$ cat src/rtl/y_acc_stage_if.sv
`default_nettype none
// ============================================================================
// Module   : y_acc_stage_if
// Brief    : Beat/result handshake bundle between the yAdder, y_acc_stage
//            and the downstream consumer of the accumulated total.
// Revision : 1.0 - initial release
// ============================================================================
interface y_acc_stage_if #(
    parameter int SIZE    = 32,
    parameter int COUNT_W = 8
);
    logic               in_valid;
    logic               in_ready;
    logic               in_last;
    logic               opnd_msb;
    logic [SIZE-1:0]    sum;
    logic               cout;
    logic [SIZE-1:0]    acc;
    logic               out_valid;
    logic               out_ready;
    logic               carry_flag;
    logic               ovf_flag;
    logic [COUNT_W-1:0] count;

    modport master (
        output in_valid, in_last, opnd_msb, sum, cout, out_ready,
        input  in_ready, acc, out_valid, carry_flag, ovf_flag, count
    );

    modport slave (
        input  in_valid, in_last, opnd_msb, sum, cout, out_ready,
        output in_ready, acc, out_valid, carry_flag, ovf_flag, count
    );
endinterface
`default_nettype wire

$ cat src/rtl/y_acc_stage.sv
`default_nettype none
// ============================================================================
// Module   : y_acc_stage
// Brief    : Accumulates yAdder sums beat by beat (acc feeds adder input b)
//            and hands the total plus sticky carry/overflow flags downstream.
//            Optional macro Y_ACC_SAT_EN: saturate acc on signed overflow.
// Revision : 1.0 - initial release
// ============================================================================
module y_acc_stage #(
    parameter int SIZE    = 32,
    parameter int COUNT_W = 8
) (
    input  wire logic    clk,
    input  wire logic    rst,
    y_acc_stage_if.slave bus
);
    localparam logic [0:0] ST_ACCUM = 1'b0;
    localparam logic [0:0] ST_DONE  = 1'b1;

    logic [0:0]         r_state;
    logic [SIZE-1:0]    r_acc;
    logic               r_carry;
    logic               r_ovf;
    logic [COUNT_W-1:0] r_count;

    logic               w_ovf_term;
    logic               w_count_max;
    logic [SIZE-1:0]    w_acc_next;

    // Operands of equal sign producing a result of the other sign.
    assign w_ovf_term  = (bus.opnd_msb == r_acc[SIZE-1]) &&
                         (bus.sum[SIZE-1] != bus.opnd_msb);
    assign w_count_max = &r_count;

`ifdef Y_ACC_SAT_EN
    logic [SIZE-1:0] w_sat_val;
    assign w_sat_val  = bus.opnd_msb ? {1'b1, {(SIZE-1){1'b0}}}
                                     : {1'b0, {(SIZE-1){1'b1}}};
    assign w_acc_next = w_ovf_term ? w_sat_val : bus.sum;
`else
    assign w_acc_next = bus.sum;
`endif

    always_ff @(posedge clk) begin
        if (rst) begin
            r_state <= ST_ACCUM;
            r_acc   <= '0;
            r_carry <= 1'b0;
            r_ovf   <= 1'b0;
            r_count <= '0;
        end else begin
            case (r_state)
                ST_ACCUM: begin
                    if (bus.in_valid) begin
                        r_acc   <= w_acc_next;
                        r_carry <= r_carry | bus.cout;
                        r_ovf   <= r_ovf | w_ovf_term;
                        r_count <= w_count_max ? r_count : r_count + 1'b1;
                        if (bus.in_last) begin
                            r_state <= ST_DONE;
                        end
                    end
                end
                ST_DONE: begin
                    if (bus.out_ready) begin
                        r_state <= ST_ACCUM;
                        r_acc   <= '0;
                        r_carry <= 1'b0;
                        r_ovf   <= 1'b0;
                        r_count <= '0;
                    end
                end
                default: r_state <= ST_ACCUM;
            endcase
        end
    end

    assign bus.in_ready   = (r_state == ST_ACCUM);
    assign bus.out_valid  = (r_state == ST_DONE);
    assign bus.acc        = r_acc;
    assign bus.carry_flag = r_carry;
    assign bus.ovf_flag   = r_ovf;
    assign bus.count      = r_count;
endmodule
`default_nettype wire

$ cat src/flat_wrapper.sv
// flat-port wrapper written by rule: the top's interface ports become plain ports
module y_acc_stage_flat 
#(
    parameter int SIZE    = 32,
    parameter int COUNT_W = 8
)
  (clk, rst, bus_in_valid, bus_in_last, bus_opnd_msb, bus_sum, bus_cout, bus_out_ready, bus_in_ready, bus_acc, bus_out_valid, bus_carry_flag, bus_ovf_flag, bus_count);
  y_acc_stage_if #(.SIZE(SIZE), .COUNT_W(COUNT_W)) bus_i ();
  input  wire logic clk;
  input  wire logic rst;
  input wire logic [$bits(bus_i.in_valid)-1:0] bus_in_valid;
  input wire logic [$bits(bus_i.in_last)-1:0] bus_in_last;
  input wire logic [$bits(bus_i.opnd_msb)-1:0] bus_opnd_msb;
  input wire logic [$bits(bus_i.sum)-1:0] bus_sum;
  input wire logic [$bits(bus_i.cout)-1:0] bus_cout;
  input wire logic [$bits(bus_i.out_ready)-1:0] bus_out_ready;
  output wire logic [$bits(bus_i.in_ready)-1:0] bus_in_ready;
  output wire logic [$bits(bus_i.acc)-1:0] bus_acc;
  output wire logic [$bits(bus_i.out_valid)-1:0] bus_out_valid;
  output wire logic [$bits(bus_i.carry_flag)-1:0] bus_carry_flag;
  output wire logic [$bits(bus_i.ovf_flag)-1:0] bus_ovf_flag;
  output wire logic [$bits(bus_i.count)-1:0] bus_count;
  assign bus_i.in_valid = bus_in_valid;
  assign bus_i.in_last = bus_in_last;
  assign bus_i.opnd_msb = bus_opnd_msb;
  assign bus_i.sum = bus_sum;
  assign bus_i.cout = bus_cout;
  assign bus_i.out_ready = bus_out_ready;
  assign bus_in_ready = bus_i.in_ready;
  assign bus_acc = bus_i.acc;
  assign bus_out_valid = bus_i.out_valid;
  assign bus_carry_flag = bus_i.carry_flag;
  assign bus_ovf_flag = bus_i.ovf_flag;
  assign bus_count = bus_i.count;
  y_acc_stage #(.SIZE(SIZE), .COUNT_W(COUNT_W)) u_core (.clk(clk), .rst(rst), .bus(bus_i));
endmodule
$ cat config.mk
export PLATFORM = sky130hd
export DESIGN_NAME = y_acc_stage_flat
export DESIGN_NICKNAME = d
export VERILOG_FILES = /design/src/rtl/y_acc_stage_if.sv /design/src/rtl/y_acc_stage.sv /design/src/flat_wrapper.sv
export SDC_FILE = /design/constraint.sdc
export NUM_CORES = 1
export LEC_CHECK = 0
export ABC_AREA = 1
export BUFFER_PORTS_ARGS = -buffer_cell sky130_fd_sc_hd__buf_2
export CAP_MARGIN = 20
export CORE_MARGIN = 1
export CORE_UTILIZATION = 49
export DETAILED_ROUTE_END_ITERATION = 7
export HOLD_SLACK_MARGIN = 0.1
export PLACE_DENSITY = 0.87
export SETUP_SLACK_MARGIN = 0.02
export SLEW_MARGIN = 5
export SYNTH_ARGS = -nofsm -noshare
export SYNTH_HDL_FRONTEND = slang
export SYNTH_SLANG_ARGS = --single-unit
export TNS_END_PERCENT = 50
$ cat constraint.sdc
create_clock -name clk -period 1.9 [get_ports clk]
set_input_delay 0.285 -clock clk [delete_from_list [all_inputs] [get_ports clk]]
set_output_delay 0.285 -clock clk [all_outputs]
set_load 0.1 [all_outputs]
Word level (Yosys, flattened, before mapping). Cells that the tools add are included.

Output and inout bits: 44. Register bits after elaboration: 43.

Eq/ne operators: 5. Add/sub/neg operators: 1. Bitwise gates (word level): 3. Reduce and logical (&&, ||, !) cells: 4. Muxes and demuxes: 16.

Operators with widths (count): 2-to-1 mux 32 bit (2); case mux 32 bit (2 select lines) (1); 2-to-1 mux 8 bit (3); case mux 8 bit (2 select lines) (1); adder 8 x 1 -> 8 bit, second input constant (1); AND reduction 8 bit (1); 2-to-1 mux 1 bit (6); inequality test 2 bit, second input constant (3); case mux 1 bit (2 select lines) (3); AND reduction 3 bit (1); OR 1 bit (2); AND reduction 2 bit (1); == test 1 bit (1); logical AND 1 bit (1); inequality test 1 bit (1); NOT 1 bit (1).

Longest topological paths before layout. Gate-level depths: netlist of the first run.

Depth after elaboration: 5. Gate-level depth with buffers: 9. Mapped depth without buffers: 9.

Least setup slack after synthesis of the first run. OpenSTA, ideal clock, no wires.

Path type: register to register. Start point: register u_core.r_count[1], in the netlist u_core.bus.count[1]. End point: register u_core.r_count[7], in the netlist u_core.bus.count[7]. Arrival time: 1.981 ns. Clock period less this slack: 2.042 ns. Cell stages (with the launch flop): 10. Data required time: 1.839 ns. Path slack: -0.142 ns. Setup time: 0.061 ns. Cell sequence: dfxtp_1 > ha_1 > nand2_1 > inv_1 > nand3_2 > nand2_4 > nand2_2 > inv_1 > nand2_1 > nand2_1.

Word-level cells in the longest chain between the ends: 4. Elaborated cells between the ends (all ways): 7. Those cells by class: 1 x add/sub; 1 x eq/ne; 3 x mux; 2 x reduce/logical.

RTL lines: start: declaration (RTL line y_acc_stage.sv:24) `logic [COUNT_W-1:0] r_count;`; start signal: assignment (RTL line y_acc_stage.sv:58) `r_count <= w_count_max ? r_count : r_count + 1'b1;`; adder 8 x 1 -> 8 bit (RTL line y_acc_stage.sv:58); 2-to-1 mux 8 bit (RTL line y_acc_stage.sv:58); 2-to-1 mux 8 bit (RTL line y_acc_stage.sv:54) `if (bus.in_valid) begin`; case mux 8 bit (2 select lines) (RTL line y_acc_stage.sv:52) `case (r_state)`.

Several ways; a longest one is shown, not always the timed one. The select of a mux whose other input is x is not followed. A chain may end at the register's enable or synchronous reset.

Worst setup path in the final report of the first run.
Start point: register u_core.r_state, in the netlist u_core.bus.out_valid. End point: output port bus_in_ready.

Word-level cells in the longest chain between the ends: 1.

RTL lines: start: declaration (RTL line y_acc_stage.sv:20) `logic [0:0] r_state;`; start signal: assignment (RTL line y_acc_stage.sv:46) `r_state <= ST_ACCUM;`; start signal: assignment (RTL line y_acc_stage.sv:60) `r_state <= ST_DONE;`; start signal: assignment (RTL line y_acc_stage.sv:66) `r_state <= ST_ACCUM;`; NOT 1 bit (RTL line y_acc_stage.sv:78) `assign bus.in_ready = (r_state == ST_ACCUM);`; end: declaration (RTL line flat_wrapper.sv:17) `output wire logic [$bits(bus_i.in_ready)-1:0] bus_in_ready;`.

No other way between the ends.

==> results by group, run 1 <==
Worst setup path
  • R2R depth: 6
  • Reg2reg start: u_core.bus.out_valid
  • Crit Path Max Fanout: 14
  • Largest stage delay, worst path: about 0.48 ns
  • Worst Setup EP: bus_in_ready
  • R2R Path End: u_core.bus.count[7]
  • Slowest CP cell: buf_2
  • WP data arrival: approximately 1.4 ns
  • Worst Setup SP: u_core.bus.out_valid
  • Data required, critical path: 1.62 ns
  • Crit end category: output pin
  • Reg2reg setup slack: 0.51 ns
  • Critical path cell sequence: inv_2 -> buf_2
  • Critical path startpoint category: flop
  • Critical path type: reg2out

Final layout
  • Commonest non-fill, non-tap cells in the layout: buf_2, nand3_1, a21oi_1
  • Post-Layout Inst Area: between 2000 and 2500 um^2
  • Share of layout cells above drive strength 1: 34.5%
  • Antenna diode count: 0
  • Fillcell total: between 300 and 400
  • Fin nets: 350
  • Most common cell after layout, fill and taps aside: buf_2
  • Layout area overhead: 28.8%

STA
  • Hold Fails Final Rpt: 0
  • RSZ-0062 raised after global routing: no
  • Setup violators final: 0
  • Ratio of final minimum period to clock period: roughly 90%
  • Worst slew margin: around 66%
  • Worst slew pin tran: slightly above 0.5 ns
  • Clk_skew: 0.00276 ns
  • Tmin final: 1.73 ns
  • Setup TNS: 0 ns
  • Fin. max-slew vios: 0
  • FMAX: between 0.5 and 0.6 GHz

Drt
  • M1 WL: between 1.5 and 2 mm
  • Final wirelength: about 4.4 mm
  • WL met2: 2.08 mm
  • Vias: roughly 1,900
  • First DRT Iteration DRCs: between 100 and 150
  • # DRC: 0
  • DR WL/cell: 12.4 um
  • Detail Route Antenna Nets: 0
  • Vias per cell: 5.33
  • Met3 WL post-DR: 377 um
  • DRT Pass-1 Iters: 4
  • Max Used Layer: met4

Placement
  • Placed cell area: approximately 2200 um^2
  • Port Buffers: 82
  • Routability Congestion: between 0.9 and 1
  • Dpl hpwl: 3.08 mm

Clocking
  • Clk sinks: 43
  • Worst skew pair latency: ~0.35 ns
  • Postcts setup bufs: 0
  • Max clock buf depth: 2
  • Hold Buf Count CTS: 0
  • Root Buffer Master: clkbuf_4
  • Clk slew on worst S/H paths: 0.12 ns
  • H-tree levels: 2
  • CTS Buf Count: 5
  • Post-cts gate resize count: 0
  • CTS tree: yes

Synth
  • Synth area leader: dfxtp_1
  • Average size of a mapped cell: 7.63 um^2
  • Syn Nets: between 200 and 300
  • Top post-synthesis cells by area: dfxtp_1, nand3_1, a21oi_1
  • Area share of the largest cell type after synthesis: roughly half
  • #FFs+latches synth: between 40 and 50
  • Post-synth cell types: 20
  • Synth Warn #: 0
  • Register area share after synthesis: between 40% and 50%
  • Syn Inst Count: ~230
  • Syn Std Cell Area: ~1800 um^2

Power and ir drop
  • PD cells: around 950 nW/um^2
  • Net Sw Power: ~840 uW
  • Register share of total power: roughly 45%
  • Leakage power: between 1 and 1.5 nW
  • Power Internal: 1.35 mW
  • Clock Power Share: 25.4%
  • Combinational fraction of design power: 29.6%
  • Switching Fraction: a little under two fifths
  • Max VDD drop: roughly 0.00052 V

Min path
  • Hold crit path type: in2reg

Global routing
  • Global-route wire length before repair: between 7 and 8 mm
  • Global route overflow: 0
  • Initial antenna violation count: 0
  • Vias in the first global route: between 1,500 and 2,000
  • Largest net degree at the start of global routing: 33
  • Total track usage: a little under a quarter

Run
  • Number of max-cap violations: 0

Floorplan
  • Initial Util: a little over half
  • Die height: between 60 and 70 um
  • Top Ports: 83
  • Rows: 21
  • Die ar.: 3870 um^2
  • Die width: approximately 62 um
  • Core area: around 3400 um^2

Status
  • Status: finished clean
kinds of logic (layout without fill, tap and decap cells):
| group | count (synthesis) | count (layout) | synth area share (%) |
|---|---|---|---|
| compound gates | 48 | 48 | 13.6 |
| xor+xnor | 1 | 1 | 0.493 |
| simple gates | 107 | 107 | 29.4 |
| fa+ha+maj | 1 | 1 | 0.704 |
| buf+inv | 33 | 110 | 7.39 |
| flops | 43 | 43 | 48.4 |
final cells by class:
| type | instances | area, um^2 | area share, % |
|---|---|---|---|
| Sequential cell | 43 | 867 | 37.9 |
| Inverter | 16 | 60.1 | 2.62 |
| Tap cell | 46 | 57.6 | 2.51 |
| Clock buffer | 6 | 41.3 | 1.80 |
| Clock inverter | 1 | 30.0 | 1.31 |
| Multi-Input combinational cell | 157 | 786 | 34.3 |
| Timing Repair Buffer | 87 | 448 | 19.6 |
power by group through the flow:
| stage | clock network [mW] | logic [mW] | registers [mW] |
|---|---|---|---|
| 2_1_floorplan | 0 | 0.159 | 1.37 |
| 3_3_place_gp | 0 | 0.642 | 1.00 |
| 3_5_place_dp | 0 | 0.645 | 1.00 |
| 4_1_cts | 0.564 | 0.645 | 0.982 |
| 5_1_grt | 0.598 | 0.680 | 0.989 |
| 6_report | 0.553 | 0.645 | 0.983 |
flip-flops by register name, indices dropped and copies added (netlist names):
name / flops
u_core.bus.acc: 32
u_core.bus.carry_flag: 1
u_core.bus.count: 8
u_core.bus.out_valid: 1
u_core.bus.ovf_flag: 1
synthesized netlist by cell type, drive strengths merged:
master,count
a21oi,40
nor3,1
o21ai,7
nand3,69
inv,16
clkbuf,7
xor2,1
ha,1
buf,10
o22ai,1
dfxtp,43
nand3b,1
nand2,21
nor2,15
worst max-delay path, delay by kind of cell, from the launching register on:
family,cells,cell delay [ns]
buf+inv,2,0.70
flops,1,0.38
stage by stage:
| step | hold slack (ns) | instances | utilization, % | worst slack [ns] | total power [mW] |
|---|---|---|---|---|---|
| 2_1_floorplan | 0.430 | 233 | - | 0.0513 | 1.53 |
| 3_3_place_gp | 0.444 | 349 | 64.9 | 0.578 | 1.64 |
| 3_5_place_dp | 0.444 | 349 | 64.9 | 0.549 | 1.65 |
| 4_1_cts | 0.158 | 356 | 67.0 | 0.170 | 2.19 |
| 5_1_grt | 0.161 | 356 | 67.0 | 0.120 | 2.27 |
| 6_report | 0.167 | 356 | 67.0 | 0.173 | 2.18 |
how the worst min path moves through the flow:
stage / from / cells after the start / to / slack [ns]
after floorplan: bus_in_last / 2 / u_core.bus.out_valid / 0.43
after global placement: u_core.bus.ovf_flag / 2 / u_core.bus.ovf_flag / 0.44
after detailed placement: u_core.bus.ovf_flag / 2 / u_core.bus.ovf_flag / 0.44
after CTS: bus_cout / 3 / u_core.bus.carry_flag / 0.16
after global routing: bus_cout / 3 / u_core.bus.carry_flag / 0.16
final: bus_cout / 3 / u_core.bus.carry_flag / 0.17
routing by layer:
layer,vias up,global-route usage (%)
li1,950,-
met1,869,29.0
met2,69,39.1
met3,10,7.17
met4,0,9.59
met5,-,0
No activity file was read; power rests on OpenSTA's default activity.
==> run 2, diff against run 1 <==
--- a/config.mk
+++ b/config.mk
@@ -12,8 +12,10 @@
 export CORE_UTILIZATION = 49
 export DETAILED_ROUTE_END_ITERATION = 7
 export HOLD_SLACK_MARGIN = 0.1
+export MAX_ROUTING_LAYER = met4
 export PLACE_DENSITY = 0.87
 export SETUP_SLACK_MARGIN = 0.02
+export SKIP_CTS_REPAIR_TIMING = 1
 export SLEW_MARGIN = 5
 export SYNTH_ARGS = -nofsm -noshare
 export SYNTH_HDL_FRONTEND = slang
==> run 2 against run 1 <==
  * Clock power is essentially flat
  * Via count is 0.21% lower
  * Register-to-register slack barely moved
  * Die area is the same
  * Cell area unchanged
  * Power about the same
  * Global-route usage grew 0.69 points
  * Sequential share of layout area unchanged
  * Clock-buffer cell count stayed put
  * Critical path type unchanged
  * Critical endpoint unchanged
  * Largest cell class unchanged
  * Largest power group unchanged
  * Highest routed layer unchanged
==> results by group, run 2 (synthesis results as in run 1) <==
Clocking
  • CTS Buf Count: 5 (unchanged)
  • H-tree levels: 2 (unchanged)
  • Root Buffer Master: clkbuf_4 (unchanged)
  • Clk slew on worst S/H paths: 0.11 ns (was 0.12 ns)
  • CTS tree: yes (unchanged)
  • Worst skew pair latency: 0.35 ns (about the same)
  • Clk sinks: 43 (unchanged)
  • Max clock buf depth: 2 (unchanged)

Placement
  • Cell total after placement: 349 (unchanged)
  • Routability Congestion: 0.944 (was 0.928)
  • Port Buffers: 82 (unchanged)
  • Dpl hpwl: 3.08 mm (unchanged)

Min path
  • Hold depth: 3 (unchanged)
  • Hold endpoint: u_core.bus.carry_flag (unchanged)
  • Hold crit path type: in2reg (unchanged)
  • Hold Crit Start: bus_cout (unchanged)

Final layout
  • Fillcell total: 332 (unchanged)
  • Max reg flops: 32 (unchanged)
  • Antenna diode count: 0 (unchanged)
  • Share of layout cells above drive strength 1: 34.5% (unchanged)
  • Commonest non-fill, non-tap cells in the layout: buf_2, nand3_1, a21oi_1 (unchanged)
  • Fin nets: 350 (unchanged)
  • Area of the multi-input gates: 786 um^2 (unchanged)
  • Finished Layout Cells: 356 (unchanged)
  • Most common cell after layout, fill and taps aside: buf_2 (unchanged)
  • Register area: 867 um^2 (unchanged)
  • Layout area overhead: 28.8% (unchanged)

Worst setup path
  • R2R depth: 6 (unchanged)
  • Critical path type: reg2out (unchanged)
  • Data required, critical path: 1.62 ns (about the same)
  • Critical path startpoint category: flop (unchanged)
  • Crit Path Max Fanout: 14 (unchanged)
  • Reg2reg setup slack: 0.52 ns (was 0.51 ns)
  • Crit end category: output pin (unchanged)
  • Reg2reg start: u_core.bus.out_valid (unchanged)
  • WP data arrival: 1.44 ns (about the same)
  • R2R Path End: u_core.bus.count[7] (unchanged)

Global routing
  • Initial antenna violation count: 0 (unchanged)
  • Global-route wire length before repair: 7.34 mm (was 7.35 mm)
  • Vias in the first global route: 1,652 (was 1,651)
  • Total track usage: 24.5% (was 23.8%)
  • Global route overflow: 0 (unchanged)
  • Largest net degree at the start of global routing: 33 (unchanged)

STA
  • RSZ-0062 raised after global routing: no (unchanged)
  • Hold Fails Final Rpt: 0 (unchanged)
  • Ratio of final minimum period to clock period: 90.6% (was 90.9%)
  • Setup violators final: 0 (unchanged)
  • Worst slew margin: 66.4% (about the same)
  • Tmin final: 1.72 ns (was 1.73 ns)
  • Worst slew pin tran: 0.508 ns (about the same)
  • Clk_skew: 0.00120 ns (was 0.00276 ns)
  • FMAX: 0.581 GHz (was 0.579 GHz)
  • Setup TNS: 0 ns (unchanged)
  • Fin. max-slew vios: 0 (unchanged)

Floorplan
  • Top Ports: 83 (unchanged)
  • Initial Util: 52.1% (unchanged)
  • Core area: 3420 um^2 (unchanged)
  • Rows: 21 (unchanged)
  • Die ar.: 3870 um^2 (unchanged)
  • Die height: 62.2 um (unchanged)
  • Die width: 62.2 um (unchanged)

Power and ir drop
  • Leakage power: 1.09 nW (unchanged)
  • PD cells: 952 nW/um^2 (about the same)
  • Max VDD drop: 0.000520 V (was 0.000523 V)

Status
  • Status: finished clean (unchanged)

Drt
  • Vias: 1,894 (was 1,898)
  • Final wirelength: 4.37 mm (was 4.40 mm)
  • DRT Pass-1 Iters: 4 (unchanged)
  • Vias per cell: 5.32 (was 5.33)
  • First DRT Iteration DRCs: 133 (was 141)
  • # DRC: 0 (unchanged)
  • DR WL/cell: 12.3 um (was 12.4 um)
  • Detail Route Antenna Nets: 0 (unchanged)

Run
  • Number of max-cap violations: 0 (unchanged)
[run 2: cell counts in the layout (fill, tap and decap cells not counted)]
Identical to the previous run, type by type.
[run 2: power breakdown]
group	leakage, nW	internal [mW]	switching, mW
Combinational	0.699	0.121	0.524
Clock	0.0383	0.271	0.282
Sequential	0.355	0.953	0.0288
Total	1.09	1.35	0.835
[run 2: worst max-delay path, cell delays in order (launching register included)]
cell and delay, ns:
dfxtp_2 0.38, inv_2 0.22, buf_2 0.48
[run 2: stage by stage]
step	hold WS (ns)	area, um^2	utilization [%]	total power, mW	setup WS, ns
6_report	0.165	2290	67.0	2.18	0.179
5_1_grt	0.161	2290	67.0	2.27	0.120
4_1_cts	0.158	2290	67.0	2.19	0.170
3_5_place_dp	0.444	2220	64.9	1.65	0.549
3_3_place_gp	0.444	2220	64.9	1.64	0.578
2_1_floorplan	0.430	1780	-	1.53	0.0513
[run 2: per-layer routing]
metal,wire length (um),vias to the layer above,global-route usage [%]
li1,-,948,-
met1,1820,861,29.3
met2,2060,75,39.1
met3,401,10,6.62
met4,88,0,9.59
met5,0,-,-
[run 2: worst max path at each step]
stage / startpoint / depth (start not counted) / slack, ns / endpoint
after floorplan: u_core.bus.count[2] / 8 / 0.05 / u_core.bus.count[7]
after global placement: u_core.bus.count[0] / 8 / 0.58 / u_core.bus.count[5]
after detailed placement: u_core.bus.out_valid / 6 / 0.55 / u_core.bus.count[7]
after CTS: u_core.bus.out_valid / 2 / 0.17 / bus_in_ready
after global routing: u_core.bus.out_valid / 2 / 0.12 / bus_in_ready
final: u_core.bus.out_valid / 2 / 0.18 / bus_in_ready
[run 2: final cells by class]
type	count	area share, %
inverter	16	2.62
multi-input combinational	157	34.3
clock buffer	6	1.80
clock inverter	1	1.31
sequential	43	37.9
tap	46	2.51
timing repair buffer	87	19.6
==> run 3, diff against run 2 <==
--- a/config.mk
+++ b/config.mk
@@ -8,7 +8,7 @@
 export ABC_AREA = 1
 export BUFFER_PORTS_ARGS = -buffer_cell sky130_fd_sc_hd__buf_2
 export CAP_MARGIN = 20
-export CORE_MARGIN = 1
+export CORE_MARGIN = 3
 export CORE_UTILIZATION = 49
 export DETAILED_ROUTE_END_ITERATION = 7
 export HOLD_SLACK_MARGIN = 0.1
==> constraint.sdc (replaced) <==
create_clock -name clk -period 2 [get_ports clk]
set_input_delay 0.3 -clock clk [delete_from_list [all_inputs] [get_ports clk]]
set_output_delay 0.3 -clock clk [all_outputs]
set_load 0.1 [all_outputs]
==> run 3 against run 2 <==
  * Non-clock buffer count stayed put
  * Final cell count grew 0.28%
  * Via count down 0.11%
  * Flip-flop and latch count did not move
  * Register-to-register slack better by 0.13 ns
==> results by group, run 3 (synthesis results as in run 1) <==
Clocking
  • Root Buffer Master: clkbuf_4 (unchanged)
  • H-tree levels: 2 (unchanged)
  • Max clock buf depth: 2 (unchanged)
  • Worst skew pair latency: 0.36 ns (was 0.35 ns)
  • CTS Buf Count: 5 (unchanged)
  • Clk slew on worst S/H paths: 0.13 ns (was 0.11 ns)
  • Clk sinks: 43 (unchanged)
  • CTS tree: yes (unchanged)

Placement
  • Place WS: 0.696 ns (was 0.549 ns)
  • Routability Congestion: 0.882 (was 0.944)
  • Port Buffers: 82 (unchanged)
  • Cell total after placement: 349 (unchanged)
  • Dpl hpwl: 3.24 mm (was 3.08 mm)

STA
  • Worst slew margin: 67.1% (was 66.4%)
  • Setup violators final: 0 (unchanged)
  • Hold Fails Final Rpt: 0 (unchanged)
  • FMAX: 0.600 GHz
  • Tmin final: ~1.7 ns
  • Worst slew pin tran: 0.497 ns (was 0.508 ns)
  • Setup TNS: 0 ns (unchanged)
  • Final setup margin: 0.334 ns (was 0.179 ns)
  • Final hold slack: 0.160 ns (was 0.165 ns)
  • Clk_skew: 0.0160 ns (was 0.00120 ns)
  • Ratio of final minimum period to clock period: roughly 83%
  • Fin. max-slew vios: 0 (unchanged)
  • RSZ-0062 raised after global routing: no (unchanged)

Floorplan
  • Top Ports: 83 (unchanged)
  • Die height: 66.2 um (was 62.2 um)
  • Core area: 3420 um^2 (unchanged)
  • Die width: 66.2 um (was 62.2 um)
  • Die ar.: 4390 um^2 (was 3870 um^2)
  • Rows: 21 (unchanged)
  • Initial Util: 52.1% (unchanged)

Worst setup path
  • Slowest CP cell: buf_2 (unchanged)
  • R2R depth: 7 (was 6)
  • Reg2reg start: u_core.bus.count[3] (was u_core.bus.out_valid)
  • Largest stage delay, worst path: 0.45 ns (was 0.48 ns)
  • Crit Path Max Fanout: 7 (was 14)
  • R2R Path End: u_core.bus.count[5] (was u_core.bus.count[7])
  • Critical path cell sequence: inv_2 -> buf_2 (unchanged)
  • Critical path type: reg2out (unchanged)
  • Data required, critical path: 1.70 ns (was 1.62 ns)
  • WP data arrival: 1.37 ns (was 1.44 ns)
  • Reg2reg setup slack: 0.65 ns (was 0.52 ns)
  • Critical path startpoint category: flop (unchanged)
  • Crit end category: output pin (unchanged)

Final layout
  • Max reg flops: 32 (unchanged)
  • Most common cell after layout, fill and taps aside: buf_2 (unchanged)
  • Share of layout cells above drive strength 1: 34.1% (was 34.5%)
  • Layout area overhead: 29.4% (was 28.8%)
  • Antenna diode count: 0 (unchanged)
  • Final core utilization: 67.4% (was 67.0%)
  • Fin nets: 350 (unchanged)
  • Commonest non-fill, non-tap cells in the layout: buf_2, nand3_1, dfxtp_1 (was buf_2, nand3_1, a21oi_1)
  • Finished Layout Cells: 357 (was 356)

Min path
  • Hold endpoint: u_core.bus.carry_flag (unchanged)
  • Hold depth: 3 (unchanged)
  • Hold Crit Start: bus_cout (unchanged)
  • Hold crit path type: in2reg (unchanged)

Drt
  • # DRC: 0 (unchanged)
  • First DRT Iteration DRCs: 120 (was 133)
  • Vias per cell: 5.30 (was 5.32)
  • Vias: 1,892 (was 1,894)
  • Detail Route Antenna Nets: 0 (unchanged)
  • DRT Pass-1 Iters: 4 (unchanged)
  • Final wirelength: 4.61 mm (was 4.37 mm)
  • DR WL/cell: 12.9 um (was 12.3 um)

Power and ir drop
  • PD cells: 925 nW/um^2 (was 952 nW/um^2)
  • Leakage power: 1.10 nW (was 1.09 nW)
  • Max VDD drop: 0.000675 V (was 0.000520 V)

Global routing
  • Global route overflow: 0 (unchanged)
  • Initial antenna violation count: 0 (unchanged)
  • Vias in the first global route: 1,590 (was 1,652)
  • Largest net degree at the start of global routing: 33 (unchanged)
  • Global-route wire length before repair: 7.29 mm (was 7.34 mm)
  • Total track usage: 22.0% (was 24.5%)

Run
  • Number of max-cap violations: 0 (unchanged)

Status
  • Status: finished clean (unchanged)
[run 3: cell types whose count changed in the layout (fill, tap and decap cells not counted)]
cell	previous run	this run
dfxtp_1	38	41
clkbuf_8	0	1
clkinv_2	0	1
dfxtp_2	5	2
clkbuf_1	1	0
[run 3: critical path, delay by kind of cell (launching register included)]
| kind | cells | cell delay (ns) |
|---|---|---|
| flops | 1 | 0.40 |
| buf+inv | 2 | 0.60 |
[run 3: layer usage]
| metal | part of all wire [%] | track usage (%) | vias up |
|---|---|---|---|
| met2 | 46 | 31.5 | 77 |
| li1 | - | - | 943 |
| met3 | 8.4 | 5.78 | 10 |
| met4 | 2.0 | 9.39 | 0 |
| met5 | 0 | - | - |
| met1 | 44 | 29.1 | 862 |
[run 3: worst max-delay path by stage]
stage | slack, ns | startpoint | to
2_1_floorplan | 0.04 | u_core.bus.out_valid | u_core.bus.acc[3]
3_3_place_gp | 0.70 | u_core.bus.count[3] | u_core.bus.count[4]
3_5_place_dp | 0.70 | u_core.bus.count[3] | u_core.bus.count[5]
4_1_cts | 0.33 | u_core.bus.out_valid | bus_in_ready
5_1_grt | 0.29 | u_core.bus.out_valid | bus_in_ready
6_report | 0.33 | u_core.bus.out_valid | bus_in_ready
[run 3: area by class of cell]
cell class              count  area (um^2)
clock buffers               6         51.3
flip-flops and latches     43          863
fillers                   333         1110
clock inverters             2         35.0
repair buffers             87          448
multi-input cells         157          786
well taps                  46         57.6
inverters                  16         60.1
[run 3: through the flow]
| step | area (um^2) | total power [mW] |
|---|---|---|
| 6_report | 2300 | 2.13 |
| 5_1_grt | 2300 | 2.21 |
| 4_1_cts | 2300 | 2.14 |
| 3_5_place_dp | 2210 | 1.57 |
| 3_3_place_gp | 2210 | 1.56 |
| 2_1_floorplan | 1780 | 1.45 |
[run 3: power by group]
group          leakage (nW)  switching [mW]  total (mW)  internal [mW]
Sequential            0.353          0.0287       0.934          0.906
Clock                0.0482           0.284       0.579          0.296
Combinational         0.699           0.500       0.615          0.115
